File: src/rtl/ps2_keycode_decoder_pkg.sv
// Shared types, scan-code constants and the scan-to-HID key map for the
// PS/2 keycode decoder.
package ps2_pkg;

  typedef enum logic [1:0] {
    DEC_IDLE,
    DEC_E0,
    DEC_F0,
    DEC_E0_F0
  } dec_state_t;

  localparam logic [7:0] SC_E0     = 8'hE0;
  localparam logic [7:0] SC_F0     = 8'hF0;

  localparam logic [7:0] KEY_W     = 8'h1A;
  localparam logic [7:0] KEY_S     = 8'h16;
  localparam logic [7:0] KEY_A     = 8'h04;
  localparam logic [7:0] KEY_D     = 8'h07;
  localparam logic [7:0] KEY_ENTER = 8'h28;
  localparam logic [7:0] KEY_UP    = 8'h52;
  localparam logic [7:0] KEY_DOWN  = 8'h51;
  localparam logic [7:0] KEY_LEFT  = 8'h50;
  localparam logic [7:0] KEY_RIGHT = 8'h4F;

  // Returns 8'h00 for anything outside the game's key set.
  function automatic logic [7:0] map_scan(input logic ext, input logic [7:0] scan);
    map_scan = 8'h00;
    if (!ext) begin
      case (scan)
        8'h1D:   map_scan = KEY_W;
        8'h1B:   map_scan = KEY_S;
        8'h1C:   map_scan = KEY_A;
        8'h23:   map_scan = KEY_D;
        8'h5A:   map_scan = KEY_ENTER;
        default: map_scan = 8'h00;
      endcase
    end else begin
      case (scan)
        8'h75:   map_scan = KEY_UP;
        8'h72:   map_scan = KEY_DOWN;
        8'h6B:   map_scan = KEY_LEFT;
        8'h74:   map_scan = KEY_RIGHT;
        default: map_scan = 8'h00;
      endcase
    end
  endfunction

endpackage

File: src/rtl/ps2_keycode_decoder_if.sv
// PS/2 pin inputs and the keycode bus produced for the game logic.
interface ps2_keycode_decoder_if;
  logic       PS2_Clk;
  logic       PS2_Data;
  logic [7:0] keycode;
  logic       key_event;
  logic       frame_error;

  modport master (input PS2_Clk, PS2_Data, output keycode, key_event, frame_error);
  modport slave  (output PS2_Clk, PS2_Data, input keycode, key_event, frame_error);
endinterface

File: src/rtl/ps2_keycode_decoder_rx.sv
// PS/2 frame receiver: pin synchronisers, falling-edge detect, 11-bit framing
// with odd-parity/stop checks and a mid-frame idle timeout.
module ps2_rx #(
  parameter int TIMEOUT_CYCLES = 50000
) (
  input  logic       Clk,
  input  logic       Reset,
  input  logic       ps2_clk,
  input  logic       ps2_data,
  output logic [7:0] rx_byte,
  output logic       byte_valid,
  output logic       frame_error
);
  localparam int TW = $clog2(TIMEOUT_CYCLES + 1);

  logic          clk_s1, clk_s2, clk_prev;
  logic          data_s1, data_s2;
  logic          fall_p0;
  logic [3:0]    bit_cnt;
  logic [7:0]    shift;
  logic          parity;
  logic [TW-1:0] idle_cnt;

  // Clock sync resets high so leaving reset never looks like a falling edge.
  always_ff @(posedge Clk or posedge Reset) begin
    if (Reset) begin
      clk_s1   <= 1'b1;
      clk_s2   <= 1'b1;
      clk_prev <= 1'b1;
    end else begin
      clk_s1   <= ps2_clk;
      clk_s2   <= clk_s1;
      clk_prev <= clk_s2;
    end
  end

  always_ff @(posedge Clk) begin
    data_s1 <= ps2_data;
    data_s2 <= data_s1;
  end

  assign fall_p0 = clk_prev & ~clk_s2;
  assign rx_byte = shift;

  always_ff @(posedge Clk) begin
    if (fall_p0) begin
      if (bit_cnt >= 4'd1 && bit_cnt <= 4'd8)
        shift <= {data_s2, shift[7:1]};
      else if (bit_cnt == 4'd9)
        parity <= data_s2;
    end
  end

  // ---- stage p1: frame result and timeout ----
  always_ff @(posedge Clk or posedge Reset) begin
    if (Reset) begin
      bit_cnt     <= 4'd0;
      idle_cnt    <= '0;
      byte_valid  <= 1'b0;
      frame_error <= 1'b0;
    end else begin
      byte_valid  <= 1'b0;
      frame_error <= 1'b0;
      if (fall_p0) begin
        idle_cnt <= '0;
        case (bit_cnt)
          4'd0: begin
            if (data_s2) frame_error <= 1'b1;
            else         bit_cnt     <= 4'd1;
          end
          4'd10: begin
            bit_cnt <= 4'd0;
            if (data_s2 && (^{shift, parity})) byte_valid  <= 1'b1;
            else                               frame_error <= 1'b1;
          end
          default: bit_cnt <= bit_cnt + 4'd1;
        endcase
      end else if (bit_cnt == 4'd0) begin
        idle_cnt <= '0;
      end else if (idle_cnt == TW'(TIMEOUT_CYCLES)) begin
        bit_cnt     <= 4'd0;
        idle_cnt    <= '0;
        frame_error <= 1'b1;
      end else begin
        idle_cnt <= idle_cnt + 1'b1;
      end
    end
  end

endmodule

File: src/rtl/ps2_keycode_decoder.sv
// Scan-code set 2 make/break decoder driving the held-key keycode bus.
module ps2_keycode_decoder
  import ps2_pkg::*;
#(
  parameter int TIMEOUT_CYCLES = 50000
) (
  input  logic                   Clk,
  input  logic                   Reset,
  ps2_keycode_decoder_if.master  bus
);
  logic [7:0] rx_byte;
  logic       byte_valid_p1;
  logic       rx_frame_error;

  dec_state_t state, state_n;
  logic [7:0] keycode_p2, keycode_n;
  logic       vld_p2, event_n;
  logic       ext, brk, act;
  logic [7:0] mapped;

  ps2_rx #(.TIMEOUT_CYCLES(TIMEOUT_CYCLES)) u_rx (
    .Clk         (Clk),
    .Reset       (Reset),
    .ps2_clk     (bus.PS2_Clk),
    .ps2_data    (bus.PS2_Data),
    .rx_byte     (rx_byte),
    .byte_valid  (byte_valid_p1),
    .frame_error (rx_frame_error)
  );

  // ---- stage p2: decoder state and keycode register ----
  always_ff @(posedge Clk or posedge Reset) begin
    if (Reset) begin
      state      <= DEC_IDLE;
      keycode_p2 <= 8'h00;
      vld_p2     <= 1'b0;
    end else begin
      state      <= state_n;
      keycode_p2 <= keycode_n;
      vld_p2     <= event_n;
    end
  end

  always_comb begin
    state_n   = state;
    keycode_n = keycode_p2;
    event_n   = 1'b0;
    ext       = 1'b0;
    brk       = 1'b0;
    act       = 1'b0;
    if (byte_valid_p1) begin
      case (state)
        DEC_IDLE: begin
          if (rx_byte == SC_E0)      state_n = DEC_E0;
          else if (rx_byte == SC_F0) state_n = DEC_F0;
          else                       act     = 1'b1;
        end
        DEC_E0: begin
          if (rx_byte == SC_F0) state_n = DEC_E0_F0;
          else if (rx_byte != SC_E0) begin
            act     = 1'b1;
            ext     = 1'b1;
            state_n = DEC_IDLE;
          end
        end
        DEC_F0: begin
          act     = 1'b1;
          brk     = 1'b1;
          state_n = DEC_IDLE;
        end
        DEC_E0_F0: begin
          act     = 1'b1;
          brk     = 1'b1;
          ext     = 1'b1;
          state_n = DEC_IDLE;
        end
        default: state_n = DEC_IDLE;
      endcase
    end
    mapped = map_scan(ext, rx_byte);
    // Last press wins; only releasing the held key clears the bus.
    if (act && mapped != 8'h00) begin
      if (!brk && mapped != keycode_p2) begin
        keycode_n = mapped;
        event_n   = 1'b1;
      end else if (brk && mapped == keycode_p2) begin
        keycode_n = 8'h00;
        event_n   = 1'b1;
      end
    end
  end

  assign bus.keycode     = keycode_p2;
  assign bus.key_event   = vld_p2;
  assign bus.frame_error = rx_frame_error;

endmodule

File: src/flat_wrapper.sv
// flat-port wrapper written by rule: the top's interface ports become plain ports
module ps2_keycode_decoder_flat import ps2_pkg::*;
#(
  parameter int TIMEOUT_CYCLES = 50000
)
  (Clk, Reset, bus_PS2_Clk, bus_PS2_Data, bus_keycode, bus_key_event, bus_frame_error);
  ps2_keycode_decoder_if bus_i ();
  input  logic Clk;
  input  logic Reset;
  input wire logic [$bits(bus_i.PS2_Clk)-1:0] bus_PS2_Clk;
  input wire logic [$bits(bus_i.PS2_Data)-1:0] bus_PS2_Data;
  output wire logic [$bits(bus_i.keycode)-1:0] bus_keycode;
  output wire logic [$bits(bus_i.key_event)-1:0] bus_key_event;
  output wire logic [$bits(bus_i.frame_error)-1:0] bus_frame_error;
  assign bus_i.PS2_Clk = bus_PS2_Clk;
  assign bus_i.PS2_Data = bus_PS2_Data;
  assign bus_keycode = bus_i.keycode;
  assign bus_key_event = bus_i.key_event;
  assign bus_frame_error = bus_i.frame_error;
  ps2_keycode_decoder #(.TIMEOUT_CYCLES(TIMEOUT_CYCLES)) u_core (.Clk(Clk), .Reset(Reset), .bus(bus_i));
endmodule
File: config.mk
export PLATFORM = sky130hd
export DESIGN_NAME = ps2_keycode_decoder_flat
export DESIGN_NICKNAME = d
export VERILOG_FILES = /design/src/rtl/ps2_keycode_decoder_pkg.sv /design/src/rtl/ps2_keycode_decoder_if.sv /design/src/rtl/ps2_keycode_decoder_rx.sv /design/src/rtl/ps2_keycode_decoder.sv /design/src/flat_wrapper.sv
export SDC_FILE = /design/constraint.sdc
export NUM_CORES = 1
export LEC_CHECK = 0
export ABC_AREA = 1
export BUFFER_PORTS_ARGS = -buffer_cell sky130_fd_sc_hd__buf_4
export CORE_MARGIN = 2
export CORE_UTILIZATION = 45
export DETAILED_ROUTE_END_ITERATION = 10
export GPL_ROUTABILITY_DRIVEN = 0
export GPL_TIMING_DRIVEN = 0
export SYNTH_ARGS = -nofsm -noshare
export SYNTH_HDL_FRONTEND = slang
export SYNTH_HIERARCHICAL = 1
export SYNTH_SLANG_ARGS = --single-unit
File: constraint.sdc
create_clock -name Clk -period 4.05 [get_ports Clk]
set_input_delay 1.0125 -clock Clk [delete_from_list [all_inputs] [get_ports Clk]]
set_output_delay 1.0125 -clock Clk [all_outputs]
set_load 0.02 [all_outputs]
======== Yosys cells after proc, flatten, opt, wreduce, memory -nomap -nowiden ========
Index checks and enable logic that the tools add are counted.
storage, ports and cells
  output and inout bits ................... 10
  word-level logic and storage cells ...... 103
  register bits ........................... 47
  input port bits ......................... 4
cells by class
  eq/ne operators ......................... 24
  mux-type cells .......................... 40
  $add $sub $neg .......................... 2
  bitwise operators ....................... 3
  order comparisons ....................... 2
  reduce and logical (&&, ||, !) cells .... 18
operators by type and width
  cell                                                                      count
  16-bit two-way mux                                                        3
  8-bit by 7-bit equality test with 1-bit output (second input constant)    5
  6-bit case mux with 5 select lines                                        1
  7-bit case mux with 4 select lines                                        1
  8-bit by 5-bit equality test with 1-bit output (second input constant)    3
  8-bit two-way mux                                                         3
  1-bit two-way mux                                                         19
  16-bit by 1-bit adder with 16-bit output (second input constant)          1
  16-bit equality test (second input constant)                              1
  8-bit equality test (second input constant)                               2
  4-bit two-way mux                                                         4
  3-bit AND reduction                                                       3
  9-bit XOR reduction                                                       1
  4-bit equality test (second input constant)                               2
  8-bit by 6-bit equality test with 1-bit output (second input constant)    1
  8-bit equality test                                                       1
  2-bit two-way mux                                                         4
  8-bit inequality test                                                     1
  8-bit inequality test (second input constant)                             1
  4-bit case mux with 2 select lines                                        1
  8-bit nonzero test                                                        1
  3-bit by 1-bit inequality test with 1-bit output (second input constant)  2
  2-bit case mux with 3 select lines                                        1
  1-bit logical AND                                                         5
  other kinds (16)                                                          22

======== Logic depth before layout (Yosys ltp) ========
  depth in word-level cells ............... 11
  depth in mapped cells ................... 21
  mapped depth without buffers ............ 20

======== By module ========
Netlist, hierarchy kept.
by module, submodules not included
  module               cells an instance  sequential area each (µm²)  area an instance (µm²)  instances
  ps2_rx               229                939.7                       1890.6                  1
  ps2_keycode_decoder  172                250.2                       1083.5                  1

======== Worst setup path before layout ========
OpenSTA, ideal clock, no wires.
  path type ............................... register to register
  start point ............................. register u_core.u_rx.shift[1], in the netlist u_core/u_rx/rx_byte[1]
  end point ............................... register u_core.keycode_p2[5], in the netlist u_core/bus.keycode[5]
  cell stages (with the launch flop) ...... 21
  arrival ................................. 2.432 ns
  path slack .............................. 1.501 ns
  required time ........................... 3.933 ns
  library setup time ...................... 0.117 ns
  path buffers ............................ 1
  clock period less this slack ............ 2.549 ns
  path through ............................ edfxtp_1 inv_2 nand2_2 nor2_4 nand2_4 nand2_4 nand2_8 nand2_4 nand2_2 nand2_4 inv_1 nand2_1 nand2_1 nor2_1 nand3_1 ha_1 and3b_1 buf_1 nand2_4 nand2_1 nand2_1
on the way
  cells in the longest elaborated chain, start to end .. 10
  elaborated cells between the ends (all ways) .. 32
  those cells by class .................... eq/ne: 14; mux: 12; reduce/logical: 6
RTL lines
  what                                                          line                                                  RTL
  start, declared                                               ps2_keycode_decoder_rx.sv:20                          logic [7:0] shift;
  start signal, assigned                                        ps2_keycode_decoder_rx.sv:48                          shift <= {data_s2, shift[7:1]};
  8-bit inequality test                                         ps2_keycode_decoder.sv:60                             else if (rx_byte != SC_E0) begin
  1-bit two-way mux                                             ps2_keycode_decoder.sv:60
  1-bit two-way mux                                             ps2_keycode_decoder.sv:59                             if (rx_byte == SC_F0) state_n = DEC_E0_F0;
  1-bit case mux with 2 select lines                            ps2_keycode_decoder.sv:52                             case (state)
  1-bit two-way mux                                             ps2_keycode_decoder.sv:51                             if (byte_valid_p1) begin
  8-bit two-way mux                                             ps2_keycode_decoder_pkg.sv:28                         if (!ext) begin
  8-bit equality test or 8-bit inequality test (tied branches)  ps2_keycode_decoder.sv:86, ps2_keycode_decoder.sv:83
  1-bit logical AND, on equally long branches                   ps2_keycode_decoder.sv:86, ps2_keycode_decoder.sv:83
  2-bit nonzero test (no line)                                  n/a
  2-bit AND reduction (no line)                                 n/a
  end signal, assigned                                          ps2_keycode_decoder.sv:39                             keycode_p2 <= keycode_n;
  end, declared                                                 ps2_keycode_decoder.sv:16                             logic [7:0] keycode_p2, keycode_n;
Parallel ways exist; a longest one is shown, timed or not.
A chain may end at the register's enable or synchronous reset.

======== Worst setup path in the final report ========
  start point ............................. register u_core.u_rx.shift[7], in the netlist u_core/u_rx/rx_byte[7]
  end point ............................... register u_core.keycode_p2[5], in the netlist u_core/bus.keycode[5]
The elaborated chain is that of the path after synthesis.

==> impl_results.md <==
- Die ar.: 7280 µm²
- HP Class: reg2reg
- Syn Inst Count: 401
- Die height: 85.3 µm
- Drc violations: 0
- Post-synth ARST share: 76.1%
- Post-DP Area: 3160 µm²
- Synth top area cells: dfrtp_1, nand2_1, edfxtp_1
- Critical R2R Capture: u_core/bus.keycode[5]
- Worst r2r src: u_core/u_rx/rx_byte[7]
- Number of flops mapped to enable cells by yosys: 9
- Share of the synthesized area in the top cell type: 26.9%
- Post-CTS Setup Inserts: 0
- CTS tree: built
- CTS root buffer: clkbuf_8
- CTS H-tree lvls: 2
- CP delay by family, top: simple AND/OR/NAND/NOR gates
- DRT Pass-1 Iters: 4
- DR vias: 2,437
- Number of distinct library cells after synthesis: 38
- Internal power: 754 µW
- Synthesized cell area: 2970 µm²
- Setup TNS Final: 0 ns
- Dpl hpwl: 4200 µm
- Remaining antenna violation count after routing: 0
- Placed cell count: 490
- Drt first-iter violations: 91
- Endpoints failing setup: 0
- Status: finished clean
- PD cells: 331 nW/µm²
- Die width: 85.3 µm
- Sequential fraction of the synthesis area: 40.0%
- Net Sw Power: 328 µW
- R2R Setup Slk: 1.08 ns
- Syn Nets: 413
- CORE AREA: 6390 µm²
- Total Routed Length: 5500 µm
- Layout area overhead: 9.93%
- Setup crit end kind: flip-flop
- Layout fillers: 651
- Drt wl/cell: 11.0 µm
- Ant diodes: 0
- Vias in the first global route: 2,374
- GRT Overall Usage: 17.2%
- Switch share: 30.3%
- Worst path bufs/invs: 3
- Num CTS Buffers: 5
- Crit-path slowest cell: edfxtp_1
- Logic pwr share: 18.8%
- Setup crit start kind: flip-flop
- Fmax: 0.336 GHz
- Peak supply drop: 0.000161 V
- WP data arrival: 3.17 ns
- Nets: 432
- Commonest cells after routing, fill and taps aside: nand2_1, inv_1, nor2_1
- Clk Latency, worst-skew pair: 0.30 ns
- CTS Sinks: 46
- First-pass GRT wire length: 10,300 µm
- Max cap viols: 0
- Period utilization: 73.5%
- CP Max Fanout: 8
- Setup crit start: u_core/u_rx/rx_byte[7]
- Final min period: 2.97 ns
- Number of stages on the worst setup path: 18
- Remaining Overflow, GRT: 0
- Worst clock skew: 0.00539 ns
- Final Max Slew Viols: 0
- Resize count post-CTS: 0
- Via-to-Cell Ratio: 4.89
- Critical path type: reg2reg
- Top-level port count: 14
- Yosys Warn Count: 6
- Critical path endpoint: u_core/bus.keycode[5]
- Largest net degree at the start of global routing: 26
- Fin. Hold Viols: 0
- LEAKAGE: 1.68 nW
- Crit-path cells: inv_1, nand2_1, nor2_1, nand2_1, o21ai_0, nand3_1, nand2_2, nand2_1, nand2_1, nand2_1, inv_1, nand3_1, ha_1, and3b_1, buf_1, nand2_4, nand2_1, nand2_1
- Clock power frac: 31.7%
- Fin area: 3270 µm²
- CTS Buffer Depth: 2
- Initial antenna violation count: 0
- CTS Hold Bufs: 0
- Core Rows: 29
- Clock-pin slew on the worst setup and hold paths: 0.08 ns
- Worst Hold Launch: u_core/u_rx/data_s1
- I/O Buffers: 12
- Seq pwr share: 49.5%
- Initial Util: 46.6%
- Synthesized flop and latch total: 46
- Worst path max stage delay: 0.51 ns
- Post-synth top flop: dfrtp_1
- Worst endpoint required time: 4.24 ns
- Reg2Reg Depth: 18
- RSZ-0062 raised after global routing: false
- Slew headroom: 37.4%
- Measured slew at the worst slew-check pin: 0.938 ns
- CP dominant cell by count: nand2_1
- Syn_area_per_cell: 7.42 µm²
- Biggest area consumer among synthesized cells: dfrtp_1
- Fin cells: 498
- Layout cells sized above 1: 15.2%
- Commonest non-fill, non-tap cell in the layout: nand2_1
sequential cells by signal, summed over array words and instances (netlist names), 2 cells and up:
name / flops
u_core/u_rx/rx_byte: 8
u_core/u_rx/idle_cnt: 16
u_core/bus.keycode: 7
u_core/u_rx/bit_cnt: 4
u_core/state: 2
metrics by stage:
stage / hold WS (ns) / power (mW) / worst slack [ns] / utilization [%]
after floorplan: 0.310 / 0.698 / 1.50 / -
after global placement: 0.310 / 0.745 / 1.14 / 49.5
after detailed placement: 0.316 / 0.749 / 1.11 / 49.5
after CTS: 0.338 / 1.10 / 1.11 / 51.2
after global routing: 0.341 / 1.16 / 0.768 / 51.2
final: 0.334 / 1.08 / 1.08 / 51.2
power by group through the flow:
| stage | clock (mW) | sequential, mW | combinational, mW |
|---|---|---|---|
| global route | 0.380 | 0.541 | 0.238 |
| detailed placement | 0 | 0.545 | 0.204 |
| CTS | 0.359 | 0.535 | 0.205 |
| finish | 0.343 | 0.535 | 0.203 |
| floorplan | 0 | 0.537 | 0.162 |
| global placement | 0 | 0.544 | 0.202 |
area by class of cell:
type                       instances  area (µm²)  area share [%]
inverter                          74         278            8.50
clock inverter                     2        36.3            1.11
clock buffer                       6        72.6            2.22
timing repair buffer              12        90.1            2.76
sequential                        46        1190            36.4
multi-input combinational        278        1490            45.6
buffer                             3        16.3           0.498
tap                               77        96.3            2.95
worst min path at each step:
stage               depth (start not counted)             endpoint
floorplan                                   0  u_core/u_rx/data_s2
global placement                            0  u_core/u_rx/data_s2
detailed placement                          0  u_core/u_rx/data_s2
CTS                                         0  u_core/u_rx/data_s2
global route                                0  u_core/u_rx/data_s2
finish                                      0  u_core/u_rx/data_s2
logic make-up after synthesis:
| logic type | share of synthesized area, % |
|---|---|
| AO/OA/AOI/OAI | 5.22 |
| XOR/XNOR | 2.65 |
| adder cells (fa/ha/maj) | 3.37 |
| buffers and inverters | 9.89 |
| flip-flops | 40.0 |
| other | 0.126 |
| AND/OR/NAND/NOR | 38.7 |
Yosys cell counts, types with 3 or more instances:
cell type,number
nand2_1,107
inv_1,64
nor2_1,42
nand3_1,37
dfrtp_1,32
a21oi_1,13
nor3_1,10
edfxtp_1,9
inv_2,9
ha_1,8
nand2_2,7
nand2_4,7
o21ai_0,7
xor2_1,7
nor2_2,5
nand4_1,4
nor2_4,4
dfstp_2,3
nand3_2,3
metal layers:
layer  up-vias  global-route usage (%)  part of all wire (%)  routed length (µm)
met5         -                       0                     0                   0
met2        28                    29.3                    48                2650
met4         0                    5.34                   1.3                  71
met1      1106                    22.1                    48                2620
li1       1296                       -                     -                   -
met3         7                    3.31                   2.9                 157
Power figures use the tool's default switching activity.
